==> config.mk <==
export PLATFORM = sky130hd
export DESIGN_NAME = usb_pulpino_mailbox
export DESIGN_NICKNAME = d
export VERILOG_FILES = /design/src/rtl/usb_pulpino_pkg.sv /design/src/rtl/usb_pulpino_mailbox_toggle_fifo.sv /design/src/rtl/usb_pulpino_mailbox.sv
export SDC_FILE = /design/constraint.sdc
export NUM_CORES = 1
export LEC_CHECK = 0
export BUFFER_PORTS_ARGS = -buffer_cell sky130_fd_sc_hd__buf_4
export CAP_MARGIN = 0
export CORE_UTILIZATION = 23
export DETAILED_ROUTE_END_ITERATION = 8
export GPL_TIMING_DRIVEN = 1
export HOLD_SLACK_MARGIN = 0.1
export SYNTH_ARGS = -nofsm -noshare
export SYNTH_HDL_FRONTEND = slang
export SYNTH_HIERARCHICAL = 1
export SYNTH_SLANG_ARGS = --single-unit
==> constraint.sdc <==
create_clock -name clk -period 4.2 [get_ports clk]
set_input_delay 0.84 -clock clk [delete_from_list [all_inputs] [get_ports clk]]
set_output_delay 0.84 -clock clk [all_outputs]
set_load 0.02 [all_outputs]
==> src/rtl/usb_pulpino_pkg.sv <==
// Shared defaults, width helper and GPIO field positions for the USB/PULPino mailbox.
package usb_pulpino_pkg;

    localparam int unsigned DefDataWidth = 8;
    localparam int unsigned DefDepth     = 8;

    // Occupancy counter must hold 0..depth inclusive, hence one extra bit.
    function automatic int unsigned CNT_W(input int unsigned depth);
        return $clog2(depth) + 1;
    endfunction

    // Bit positions of the status/flag fields in the PULPino GPIO status word.
    localparam int unsigned GpioU2pCountLsb = 0;
    localparam int unsigned GpioP2uCountLsb = 8;
    localparam int unsigned GpioU2pEmpty    = 16;
    localparam int unsigned GpioU2pFull     = 17;
    localparam int unsigned GpioP2uEmpty    = 18;
    localparam int unsigned GpioP2uFull     = 19;
    localparam int unsigned GpioU2pOvf      = 20;
    localparam int unsigned GpioU2pUnf      = 21;
    localparam int unsigned GpioP2uOvf      = 22;
    localparam int unsigned GpioP2uUnf      = 23;

endpackage

==> src/rtl/usb_pulpino_mailbox_toggle_fifo.sv <==
// One mailbox direction: toggle-driven push/pop FIFO with registered head word
// and sticky overflow/underflow flags.
module toggle_fifo
    import usb_pulpino_pkg::*;
#(
    parameter int unsigned DataWidth = DefDataWidth,
    parameter int unsigned Depth     = DefDepth,
    parameter int unsigned CntW      = CNT_W(Depth)
) (
    input  logic                 clk,
    input  logic                 reset_i,
    input  logic                 wr_toggle,
    input  logic [DataWidth-1:0] wdata,
    input  logic                 rd_toggle,
    input  logic                 clr_err,
    output logic [DataWidth-1:0] rdata,
    output logic [CntW-1:0]      count,
    output logic                 empty,
    output logic                 full,
    output logic                 ovf,
    output logic                 unf
);

    localparam int unsigned PtrW = $clog2(Depth);

    logic [DataWidth-1:0] mem_q [Depth];
    logic                 wr_shadow_q, rd_shadow_q;
    logic [PtrW-1:0]      wr_ptr_q, wr_ptr_d, rd_ptr_q, rd_ptr_d;
    logic [CntW-1:0]      count_q, count_d;
    logic [DataWidth-1:0] rdata_q, rdata_d;
    logic                 ovf_q, ovf_d, unf_q, unf_d;
    logic                 wr_ev, rd_ev, is_empty, is_full, push_ok, pop_ok;

    // Event decode, pointer/count update and next head word.
    always_comb begin
        wr_ev    = wr_toggle ^ wr_shadow_q;
        rd_ev    = rd_toggle ^ rd_shadow_q;
        is_empty = (count_q == '0);
        is_full  = (count_q == CntW'(Depth));
        // A same-cycle pop frees the slot, so a push into a full FIFO still lands.
        push_ok  = wr_ev & (~is_full | rd_ev);
        pop_ok   = rd_ev & ~is_empty;

        wr_ptr_d = wr_ptr_q;
        rd_ptr_d = rd_ptr_q;
        count_d  = count_q;
        if (push_ok) wr_ptr_d = wr_ptr_q + PtrW'(1);
        if (pop_ok)  rd_ptr_d = rd_ptr_q + PtrW'(1);
        if (push_ok && !pop_ok) count_d = count_q + CntW'(1);
        if (pop_ok && !push_ok) count_d = count_q - CntW'(1);

        // Bypass the word being written when it becomes the new head.
        if (count_d == '0) begin
            rdata_d = '0;
        end else if (push_ok && (wr_ptr_q == rd_ptr_d)) begin
            rdata_d = wdata;
        end else begin
            rdata_d = mem_q[rd_ptr_d];
        end

        ovf_d = clr_err ? 1'b0 : (ovf_q | (wr_ev & is_full & ~rd_ev));
        unf_d = clr_err ? 1'b0 : (unf_q | (rd_ev & is_empty));
    end

    // Control state with synchronous reset.
    always_ff @(posedge clk) begin
        if (reset_i) begin
            wr_shadow_q <= 1'b0;
            rd_shadow_q <= 1'b0;
            wr_ptr_q    <= '0;
            rd_ptr_q    <= '0;
            count_q     <= '0;
            rdata_q     <= '0;
            ovf_q       <= 1'b0;
            unf_q       <= 1'b0;
        end else begin
            wr_shadow_q <= wr_toggle;
            rd_shadow_q <= rd_toggle;
            wr_ptr_q    <= wr_ptr_d;
            rd_ptr_q    <= rd_ptr_d;
            count_q     <= count_d;
            rdata_q     <= rdata_d;
            ovf_q       <= ovf_d;
            unf_q       <= unf_d;
        end
    end

    // Storage array, no reset so it maps onto distributed RAM.
    always_ff @(posedge clk) begin
        if (push_ok) mem_q[wr_ptr_q] <= wdata;
    end

    assign rdata = rdata_q;
    assign count = count_q;
    assign empty = is_empty;
    assign full  = is_full;
    assign ovf   = ovf_q;
    assign unf   = unf_q;

endmodule

==> src/rtl/usb_pulpino_mailbox.sv <==
// Bidirectional USB <-> PULPino mailbox: two independent toggle FIFOs.
module usb_pulpino_mailbox
    import usb_pulpino_pkg::*;
#(
    parameter int unsigned pDATA_WIDTH = DefDataWidth,
    parameter int unsigned pDEPTH      = DefDepth,
    parameter int unsigned pCNT_W      = CNT_W(pDEPTH)
) (
    input  logic                   clk,
    input  logic                   reset_i,
    input  logic                   usb_wr_toggle,
    input  logic [pDATA_WIDTH-1:0] usb_wdata,
    input  logic                   usb_rd_toggle,
    output logic [pDATA_WIDTH-1:0] usb_rdata,
    input  logic                   pul_wr_toggle,
    input  logic [pDATA_WIDTH-1:0] pul_wdata,
    input  logic                   pul_rd_toggle,
    output logic [pDATA_WIDTH-1:0] pul_rdata,
    output logic [pCNT_W-1:0]      u2p_count,
    output logic [pCNT_W-1:0]      p2u_count,
    output logic                   u2p_empty,
    output logic                   u2p_full,
    output logic                   p2u_empty,
    output logic                   p2u_full,
    output logic                   u2p_ovf,
    output logic                   p2u_ovf,
    output logic                   u2p_unf,
    output logic                   p2u_unf,
    input  logic                   clr_err
);

    // USB writes, PULPino reads.
    toggle_fifo #(
        .DataWidth (pDATA_WIDTH),
        .Depth     (pDEPTH),
        .CntW      (pCNT_W)
    ) u_u2p (
        .clk       (clk),
        .reset_i   (reset_i),
        .wr_toggle (usb_wr_toggle),
        .wdata     (usb_wdata),
        .rd_toggle (pul_rd_toggle),
        .clr_err   (clr_err),
        .rdata     (pul_rdata),
        .count     (u2p_count),
        .empty     (u2p_empty),
        .full      (u2p_full),
        .ovf       (u2p_ovf),
        .unf       (u2p_unf)
    );

    // PULPino writes, USB reads.
    toggle_fifo #(
        .DataWidth (pDATA_WIDTH),
        .Depth     (pDEPTH),
        .CntW      (pCNT_W)
    ) u_p2u (
        .clk       (clk),
        .reset_i   (reset_i),
        .wr_toggle (pul_wr_toggle),
        .wdata     (pul_wdata),
        .rd_toggle (usb_rd_toggle),
        .clr_err   (clr_err),
        .rdata     (usb_rdata),
        .count     (p2u_count),
        .empty     (p2u_empty),
        .full      (p2u_full),
        .ovf       (p2u_ovf),
        .unf       (p2u_unf)
    );

endmodule

==> run metrics, run 1 <==
core region area=0.0366 mm²; Die H=195 µm; buffers plus inverters on the worst setup path=2; Synth Area in XOR/XNOR=3.01%; Mapped Area=0.00856 mm²; # rows=70; Routability Congestion=0.754; total CTS buffers=17; initial antenna violation count=0; cell taking the most area after synthesis=edfxtp_1; ANT nets after route=0; initial drt markers=356; Startpoint Class=flop; post-route setup TNS=0 ns; critical-path cell list=buf_4, ha_1, buf_4, mux2i_1, mux2i_1, mux4_2, mux2i_1, a21oi_1; Cell variety after synth=69; PostCTS Resize Cnt=0; Crit Path Category=flop to flop; maximum vdd drop=250 µV; die area=0.0380 mm²; Pwr Density=592 mW/mm²; # DRC=0; Synth async-reset ratio=0%; multiplexer share of the synthesized area=23.6%; critical path's top delay family=multiplexers; LEAKAGE=3.45 nW; Syn Nets=639; Global Route Usage Sum=10.4%; first-pass GRT wire length=30.1 mm; Final Setup Violations=0; number of inserted diodes=0; final net count=702; Synth top area share=44.9%; Worst Hold Class=flop to flop; DP HPWL=12.6 mm; Clock Tree Root=clkbuf_16; Worst Hold Path EP=u_p2u/unf; YS warnings=6; share of layout cells above drive strength 1=27.5%; CTS tree=yes; Hold Buf Count CTS=0; WL met1=8.85 mm; critical hold path startpoint=u_p2u/unf; Final Cell Area=0.0102 mm²; Placed Area=0.00959 mm²; htree depth=4; Compound-Gate Fraction of Synth Area=5.56%; Worst R2R Setup Slack=1.36 ns; Vias=5245; sequential share of the synthesized area=55.2%; Final min period=2.84 ns; TritonCTS Sinks=172; synthesized area per cell=14.1 µm²; vias in the first global route=5222; reg2reg path depth=8; drt pass-1 iters=4; total grt overflow=0; Post-synth EDFFs=128; Slew HR=41.9%; Clock Skew=0.0121 ns; adder-cell share of the synthesized area=1.17%; chip width=195 µm; post-CTS setup repair buffer count=0; IO Port Bufs=54; worst r2r dst=u_p2u/rdata[0]; Avg Vias per Cell=4.55; largest family of logic cells by synthesized area=multiplexers; met2 wire length=9.39 mm; clock slew at reported path FFs=0.07 ns; Longest Clk Path Bufs=2; P&R area growth vs syn=18.9%; Crit-path slowest cell=ha_1; crit path max fanout=27; top sig layer=met4; CP most frequent cell=mux2i_1; Fin. Hold Viols=0; most frequent cells in the layout=edfxtp_1, mux2i_1, buf_4; FF-to-FF Start=u_p2u/rd_ptr_q[0]; outcome=finished, final reports clean; Worst Path Arrival=3.15 ns; Top FF cell, synth=edfxtp_1; setup repair after global routing missed its margin=no; post-route clock period utilization=67.7%; CP required=4.51 ns; FF+latch count, synth=172; max-slew violation count=0; type of destination of the critical path=flop; Met3 Wirelength=777 µm; drt wl/cell=16.7 µm; max_cap viols=0; Ports=55; top cells by area, synth=edfxtp_1, mux2i_1, mux4_2, dfxtp_1, nand2_1; peak per-stage delay on the critical path=0.51 ns; Worst Hold Path Cells=2; Routed WL=19.3 mm; Post-Syn Instances=608; simple-gate share of the synthesized area=8.70%; largest net degree at the start of global routing=35; Fmax achieved=352 MHz; most common cell after layout, fill and taps aside=edfxtp_1; worst skew pair latency=0.45 ns; Starting Density=23.4%; Worst-Margin Slew=0.868 ns
## worst register-to-register path, cell delays in order (launching register included)
cell	delay, ns
dfxtp_1	0.30
buf_4	0.21
ha_1	0.53
buf_4	0.50
mux2i_1	0.30
mux2i_1	0.10
mux4_2	0.47
mux2i_1	0.22
a21oi_1	0.08
## sequential cells by signal, indices dropped and copies added, names as in the netlist
signal	cells
u_p2u/rd_ptr_q	3
u_u2p/unf	1
u_p2u/unf	1
u_u2p/count	4
u_p2u/ovf	1
u_u2p/ovf	1
u_p2u/wr_ptr_q	3
u_u2p/mem_q	64
u_p2u/count	4
u_p2u/rd_shadow_q	1
u_u2p/wr_shadow_q	1
u_u2p/rdata	8
u_p2u/wr_shadow_q	1
u_p2u/rdata	8
u_u2p/wr_ptr_q	3
u_p2u/mem_q	64
u_u2p/rd_shadow_q	1
u_u2p/rd_ptr_q	3
## area by class of cell
cell class                 instances  area, µm²
clock inverter                    14        150
inverter                          11       42.5
fill                            3737      26400
sequential                       172       4730
timing repair buffer              80        601
clock buffer                      18        429
tap                              468        586
multi-input combinational        389       3640
## through the flow
step	setup slack (ns)	util (%)	hold slack [ns]	cells	power [mW]
final	1.36	27.8	0.518	1152	6.02
after global routing	1.17	27.8	0.532	1152	6.35
after CTS	1.37	27.8	0.518	1152	6.09
after detailed placement	1.19	26.2	0.506	1120	4.50
after global placement	1.27	26.2	0.498	1120	4.48
after floorplan	1.40	-	0.573	608	3.85
## layer usage
metal / vias to the layer above / GRT usage (%)
li1: 2467 / -
met1: 2664 / 13.2
met2: 97 / 17.1
met3: 17 / 2.95
met4: 0 / 3.27
met5: - / 0
## power by group
group	internal, mW	total (mW)	switching, mW	leakage (nW)
logic	1.06	2.33	1.27	1.65
registers	1.99	2.12	0.128	1.53
clock network	0.839	1.57	0.729	0.275
## Yosys cell counts (all sizes together) (3+ instances only)
| cell | n |
|---|---|
| ha | 8 |
| a21oi | 25 |
| nand3 | 4 |
| nand2 | 50 |
| and3 | 8 |
| mux4 | 42 |
| nor2b | 8 |
| dfxtp | 44 |
| xnor2 | 13 |
| a21boi | 3 |
| and3b | 3 |
| nand3b | 3 |
| nor3b | 3 |
| nor4 | 4 |
| buf | 21 |
| o31ai | 8 |
| inv | 10 |
| clkbuf | 15 |
| nor2 | 34 |
| nor3 | 14 |
| edfxtp | 128 |
| a2111oi | 5 |
| nand2b | 3 |
| mux2i | 105 |
| xor2 | 8 |
| o21ai | 7 |
## worst max path at each step
stage	start	endpoint	slack, ns	cells past startpoint
after global routing	u_p2u/count[1]	u_p2u/rdata[0]	1.17	10
after detailed placement	usb_rd_toggle	u_p2u/rdata[0]	1.19	7
after floorplan	u_p2u/count[1]	u_p2u/mem_q[1][0]	1.40	6
after CTS	u_p2u/count[1]	u_p2u/rdata[0]	1.37	10
after global placement	usb_rd_toggle	u_p2u/rdata[0]	1.27	7
final	u_p2u/rd_ptr_q[0]	u_p2u/rdata[0]	1.36	8
## kinds of logic after synthesis
logic type | Yosys count
AO/OA/AOI/OAI | 66
XOR/XNOR | 22
adder cells (fa/ha/maj) | 8
buffers and inverters | 47
flip-flops | 172
multiplexers | 149
AND/OR/NAND/NOR | 144
Note: power is estimated with default switching activity, not from simulation.
==> inputs of run 2 (changes only) <==
==> constraint.sdc (replaced) <==
create_clock -name clk -period 2.6 [get_ports clk]
set_input_delay 0.52 -clock clk [delete_from_list [all_inputs] [get_ports clk]]
set_output_delay 0.52 -clock clk [all_outputs]
set_load 0.02 [all_outputs]
==> run 2 against run 1 <==
Design area rose by 1.7%. Global-route usage fell by 0.10 points. Sequential power increased by 60%. Die area stayed put. Clock power up 64%. Critical path depth grew 2. Clock skew down 0.0040 ns. Via count increased by 0.29%.
==> run metrics, run 2 (synthesized netlist as in run 1, its figures left out) <==
Routed WL=18.6 mm (-3.3%); Vias=5260 (+0.29%); crit path max fanout=8 (-70%); # rows=70 (unchanged); Reg area=0.00473 mm² (unchanged); most frequent cells in the layout=edfxtp_1, mux2i_1, buf_4; P&R area growth vs syn=20.9%; worst skew pair latency=0.44 ns (about the same); DP HPWL=12.7 mm (+0.43%); Clock Skew=0.00810 ns (-0.00403 ns); Worst-Margin Slew=0.592 ns (-0.276 ns); Pwr Density=956 mW/mm² (+61%); drt wl/cell=16.0 µm (-4.5%); Worst Path Arrival=2.72 ns (-0.43 ns); core region area=0.0366 mm² (unchanged); ANT nets after route=0 (unchanged); largest net degree at the start of global routing=34 (-2.9%); Die H=195 µm (unchanged); Global Route Usage Sum=10.3% (-0.10 points); total grt overflow=0 (unchanged); Avg Vias per Cell=4.51 (-1.0%); Clock Tree Root=clkbuf_16; critical-path cell list=inv_1, ha_1, or3b_4, clkinv_2, nor3_1, a32oi_1, mux2_2, nor3_4, buf_4, a21oi_1; chip width=195 µm (unchanged); post-CTS setup repair buffer count=0 (unchanged); LEAKAGE=3.55 nW (+3.0%); post-route setup TNS=0 ns (unchanged); post-route clock period utilization=92.0% (+24 points); initial drt markers=344 (-3.4%); Slew HR=60.5% (+19 points); type of destination of the critical path=flop; first-pass GRT wire length=30.0 mm (about the same); Worst Hold Class=input port to flop; Placed Area=0.00974 mm² (+1.6%); most common cell after layout, fill and taps aside=edfxtp_1; TritonCTS Sinks=172 (unchanged); initial antenna violation count=0 (unchanged); share of layout cells above drive strength 1=29.2% (+1.7 points); outcome=finished, final reports clean; Final Setup Violations=0 (unchanged); # DRC=0 (unchanged); vias in the first global route=5431 (+4.0%); Routability Congestion=0.786 (+4.2%); multi-input logic area=0.00364 mm² (+0.17%); clock slew at reported path FFs=0.07 ns (about the same); Regs by FF count=u_p2u/mem_q x64, u_u2p/mem_q x64; peak per-stage delay on the critical path=0.41 ns (-0.10 ns); Startpoint Class=flop; number of inserted diodes=0 (unchanged); Fillers=3687 (-1.3%); final net count=717 (+2.1%); htree depth=4 (unchanged); Fmax achieved=418 MHz (+19%); CTS tree=yes; Crit Path Category=flop to flop; Crit-path slowest cell=or3b_4; CP required=2.93 ns (-1.58 ns); die area=0.0380 mm² (unchanged); maximum vdd drop=587 µV (+130%); total CTS buffers=17 (unchanged); Starting Density=23.4% (unchanged); max_cap viols=0 (unchanged); Longest Clk Path Bufs=2 (unchanged); Ports=55 (unchanged); drt pass-1 iters=5 (+1); Fin. Hold Viols=0 (unchanged); Final Cell Area=0.0103 mm² (+1.7%); setup repair after global routing missed its margin=no; Final min period=2.39 ns (-0.452 ns); max-slew violation count=0 (unchanged); IO Port Bufs=54 (unchanged)
[run 2: cell types whose count changed in the layout (fill, tap and decap cells not counted), sizes merged]
cell      before  now
buf           80   95
bufinv         1    2
clkinv         4    5
clkinvlp       3    2
inv           17   16
[run 2: area by class of cell]
type	instances	share of cell area, %
inverters	11	0.411
clock buffers	18	4.25
repair buffers	95	7.26
well taps	468	5.66
flip-flops and latches	172	45.7
multi-input cells	389	35.2
clock inverters	14	1.50
[run 2: worst max-delay path: cells and delay by family, from the launching register on]
kind                       cells  cell delay (ns)
and+or+nand+nor                3             0.70
buffers and inverters          3             0.40
muxes                          1             0.39
DFF                            1             0.31
AOI/OAI and AO/OA              2             0.29
adders and majority gates      1             0.18
[run 2: repair_timing]
| item | 4_1_cts | 5_1_grt |
|---|---|---|
| hold buffers | 0 | 0 |
| resized for setup | 0 | 2 |
| endpoints found under the setup margin | 0 | 8 |
[run 2: routing by layer]
metal | part of all wire [%] | vias up | track usage [%]
li1 | - | 2498 | -
met1 | 43 | 2651 | 12.0
met2 | 52 | 91 | 18.1
met3 | 3.6 | 20 | 2.83
met4 | 1.6 | 0 | 3.76
met5 | 0 | - | 0
[run 2: through the flow]
| step | power [mW] | hold slack (ns) | utilization (%) | cells | setup slack [ns] |
|---|---|---|---|---|---|
| 6_report | 9.89 | 0.287 | 28.3 | 1167 | 0.208 |
| 2_1_floorplan | 6.22 | 0.573 | - | 608 | -0.0786 |
| 3_5_place_dp | 7.38 | 0.510 | 26.6 | 1135 | 0.142 |
| 4_1_cts | 10.0 | 0.269 | 28.2 | 1167 | 0.222 |
| 5_1_grt | 10.4 | 0.269 | 28.3 | 1167 | 0.0184 |
| 3_3_place_gp | 7.35 | 0.519 | 26.6 | 1135 | 0.195 |
[run 2: power breakdown]
group	leakage, nW	internal [mW]	switching (mW)
Sequential	1.53	3.22	0.169
Clock	0.289	1.46	1.12
Combinational	1.74	1.85	2.08
Total	3.55	6.53	3.36
[run 2: final timing paths]
kind / from / to / slack, ns / cells after the start
setup / recovery: u_p2u/count[1] / u_p2u/rdata[5] / 0.21 / 10
hold / removal: clr_err / u_u2p/unf / 0.29 / 2
setup reg to reg: u_p2u/count[1] / u_p2u/rdata[5] / 0.21 / 10
hold reg to reg: u_u2p/unf / u_u2p/unf / 0.53 / 2
==> inputs of run 3 (changes only) <==
--- a/config.mk
+++ b/config.mk
@@ -5,7 +5,7 @@
 export SDC_FILE = /design/constraint.sdc
 export NUM_CORES = 1
 export LEC_CHECK = 0
-export BUFFER_PORTS_ARGS = -buffer_cell sky130_fd_sc_hd__buf_4
+export BUFFER_PORTS_ARGS = -buffer_cell sky130_fd_sc_hd__buf_2
 export CAP_MARGIN = 0
 export CORE_UTILIZATION = 23
 export DETAILED_ROUTE_END_ITERATION = 8
==> run 3 against run 2 <==
Non-clock buffer count grew 4. Maximum frequency up 1.2%. Register-to-register slack better by 0.03 ns.
==> run metrics, run 3 (synthesized netlist as in run 1, its figures left out) <==
type of destination of the critical path=flop; die area=0.0380 mm² (unchanged); worst r2r dst=u_p2u/rdata[3]; reg2reg path depth=10 (unchanged); FF-to-FF Start=u_p2u/count[1]; Routability Congestion=0.736 (-6.3%); Pwr Density=961 mW/mm² (+0.48%); Ports=55 (unchanged); CP required=2.92 ns (about the same); htree depth=4 (unchanged); post-route clock period utilization=90.9% (-1.1 points); Die H=195 µm (unchanged); initial antenna violation count=1 (+1); Worst Hold Class=input port to flop; crit path max fanout=8 (unchanged); initial drt markers=224 (-35%); Final Setup Violations=0 (unchanged); Sw Ratio=33.9% (-0.14 points); Flop pwr share=34.5% (+0.2 points); combinational power share=38.3% (-1.4 points); worst hold margin=0.316 ns (+0.0291 ns); # rows=70 (unchanged); share of layout cells above drive strength 1=29.7% (+0.55 points); P&R area growth vs syn=19.9%; total CTS buffers=17 (unchanged); clock slew at reported path FFs=0.07 ns (about the same); NetSw=3.34 mW (-0.69%); Final min period=2.36 ns (-0.0280 ns); Clock Skew=0.0147 ns (+0.00661 ns); drt pass-1 iters=4 (-1); Worst Hold Path Cells=2 (unchanged); Worst-Margin Slew=0.612 ns (+0.0200 ns); Slew HR=59.2% (-1.3 points); Crit-path slowest cell=or3b_4; Int Pwr=6.52 mW (about the same); Post-Layout Cell Count=1171 (+0.34%); placed insts=1139 (+0.35%); CTS tree=yes; maximum vdd drop=486 µV (-17%); post-CTS setup repair buffer count=0 (unchanged); Fillers=3728 (+1.1%); Fin. Hold Viols=0 (unchanged); core region area=0.0366 mm² (unchanged); Worst Path Arrival=2.68 ns (-0.04 ns); met1 Use GR=11.6% (-0.35 points); final net count=721 (+0.56%); most frequent cells in the layout=edfxtp_1, mux2i_1, buf_2; Hold Buf Count CTS=0 (unchanged); LEAKAGE=3.56 nW (+0.26%); Longest Clk Path Bufs=2 (unchanged); Worst R2R Setup Slack=0.24 ns (+0.03 ns); Global Route Usage Sum=9.95% (-0.39 points); ANT nets after route=0 (unchanged); vias in the first global route=5288 (-2.6%); max_cap viols=0 (unchanged); Reg area=0.00473 mm² (unchanged); most common cell after layout, fill and taps aside=edfxtp_1; max-slew violation count=0 (unchanged); largest net degree at the start of global routing=34 (unchanged); drt wl/cell=15.8 µm (-1.3%); Routed WL=18.4 mm (-0.98%); worst skew pair latency=0.44 ns (about the same); post-layout util=28.0% (-0.22 points); peak per-stage delay on the critical path=0.41 ns (about the same); multi-input logic area=0.00364 mm² (about the same); Worst Hold Path EP=u_u2p/unf; critical hold path startpoint=clr_err; first-pass GRT wire length=29.0 mm (-3.6%); Avg Vias per Cell=4.46 (-1.1%); Crit Path Category=flop to flop; Fmax achieved=423 MHz (+1.2%); critical-path cell list=inv_1, ha_1, or3b_4, clkinv_2, nor3_1, a32oi_1, mux2_2, nor3_4, buf_4, a21oi_1; clock network fraction of design power=27.2% (+1.2 points); met3 Use GR=2.48% (-0.35 points); chip width=195 µm (unchanged); total grt overflow=0 (unchanged); Regs by FF count=u_p2u/mem_q x64, u_u2p/mem_q x64; PostCTS Resize Cnt=0 (unchanged); Startpoint Class=flop; number of inserted diodes=0 (unchanged); Vias=5221 (-0.74%); outcome=finished, final reports clean; Clock Tree Root=clkbuf_16; DP HPWL=12.8 mm (+1.3%); # DRC=0 (unchanged); TritonCTS Sinks=172 (unchanged); IO Port Bufs=54 (unchanged); GR peak layer=met2; Starting Density=23.4% (unchanged); setup repair after global routing missed its margin=no; met2 Use GR=17.7% (-0.45 points)
run 3: layer usage:
layer	part of all wire, %	vias up	wire length, µm
li1	-	2513	-
met5	0.070	-	13
met2	51	74	9490
met1	44	2613	8160
met4	1.2	2	218
met3	3.0	19	560
run 3: area by class of cell:
class / instances / share of cell area, %
clock buffers: 18 / 4.28
multi-input cells: 389 / 35.5
repair buffers: 99 / 6.29
flip-flops and latches: 172 / 46.1
inverters: 11 / 0.414
clock inverters: 14 / 1.78
well taps: 468 / 5.71
run 3: power groups by stage:
| stage | logic, mW | registers [mW] | clock network [mW] |
|---|---|---|---|
| 2_1_floorplan | 2.67 | 3.56 | 0 |
| 3_3_place_gp | 3.77 | 3.47 | 0 |
| 3_5_place_dp | 3.81 | 3.47 | 0 |
| 4_1_cts | 3.83 | 3.41 | 2.75 |
| 5_1_grt | 4.10 | 3.43 | 2.84 |
| 6_report | 3.77 | 3.40 | 2.68 |
run 3: how the worst max path moves through the flow:
stage,end,startpoint
detailed placement,u_p2u/mem_q[5][1],pul_wr_toggle
floorplan,u_p2u/mem_q[0][0],u_p2u/count[1]
global route,u_p2u/rdata[0],u_p2u/count[1]
CTS,u_p2u/rdata[2],u_p2u/count[0]
finish,u_p2u/rdata[3],u_p2u/count[1]
global placement,u_p2u/mem_q[5][1],pul_wr_toggle
run 3: critical path, delay by kind of cell, from the launching register on:
family,cells,cell delay (ns)
AND/OR/NAND/NOR,3,0.68
multiplexers,1,0.39
buffers and inverters,3,0.38
flip-flops,1,0.31
AO/OA/AOI/OAI,2,0.30
adder cells (fa/ha/maj),1,0.17
run 3: stage by stage:
stage | cell area (µm²) | setup TNS [ns] | worst slack [ns] | total power, mW
2_1_floorplan | 8570 | -1.83 | -0.0786 | 6.22
3_3_place_gp | 9640 | 0 | 0.176 | 7.24
3_5_place_dp | 9640 | 0 | 0.181 | 7.28
4_1_cts | 10300 | 0 | 0.232 | 9.99
5_1_grt | 10300 | 0 | 0.0129 | 10.4
6_report | 10300 | 0 | 0.236 | 9.86
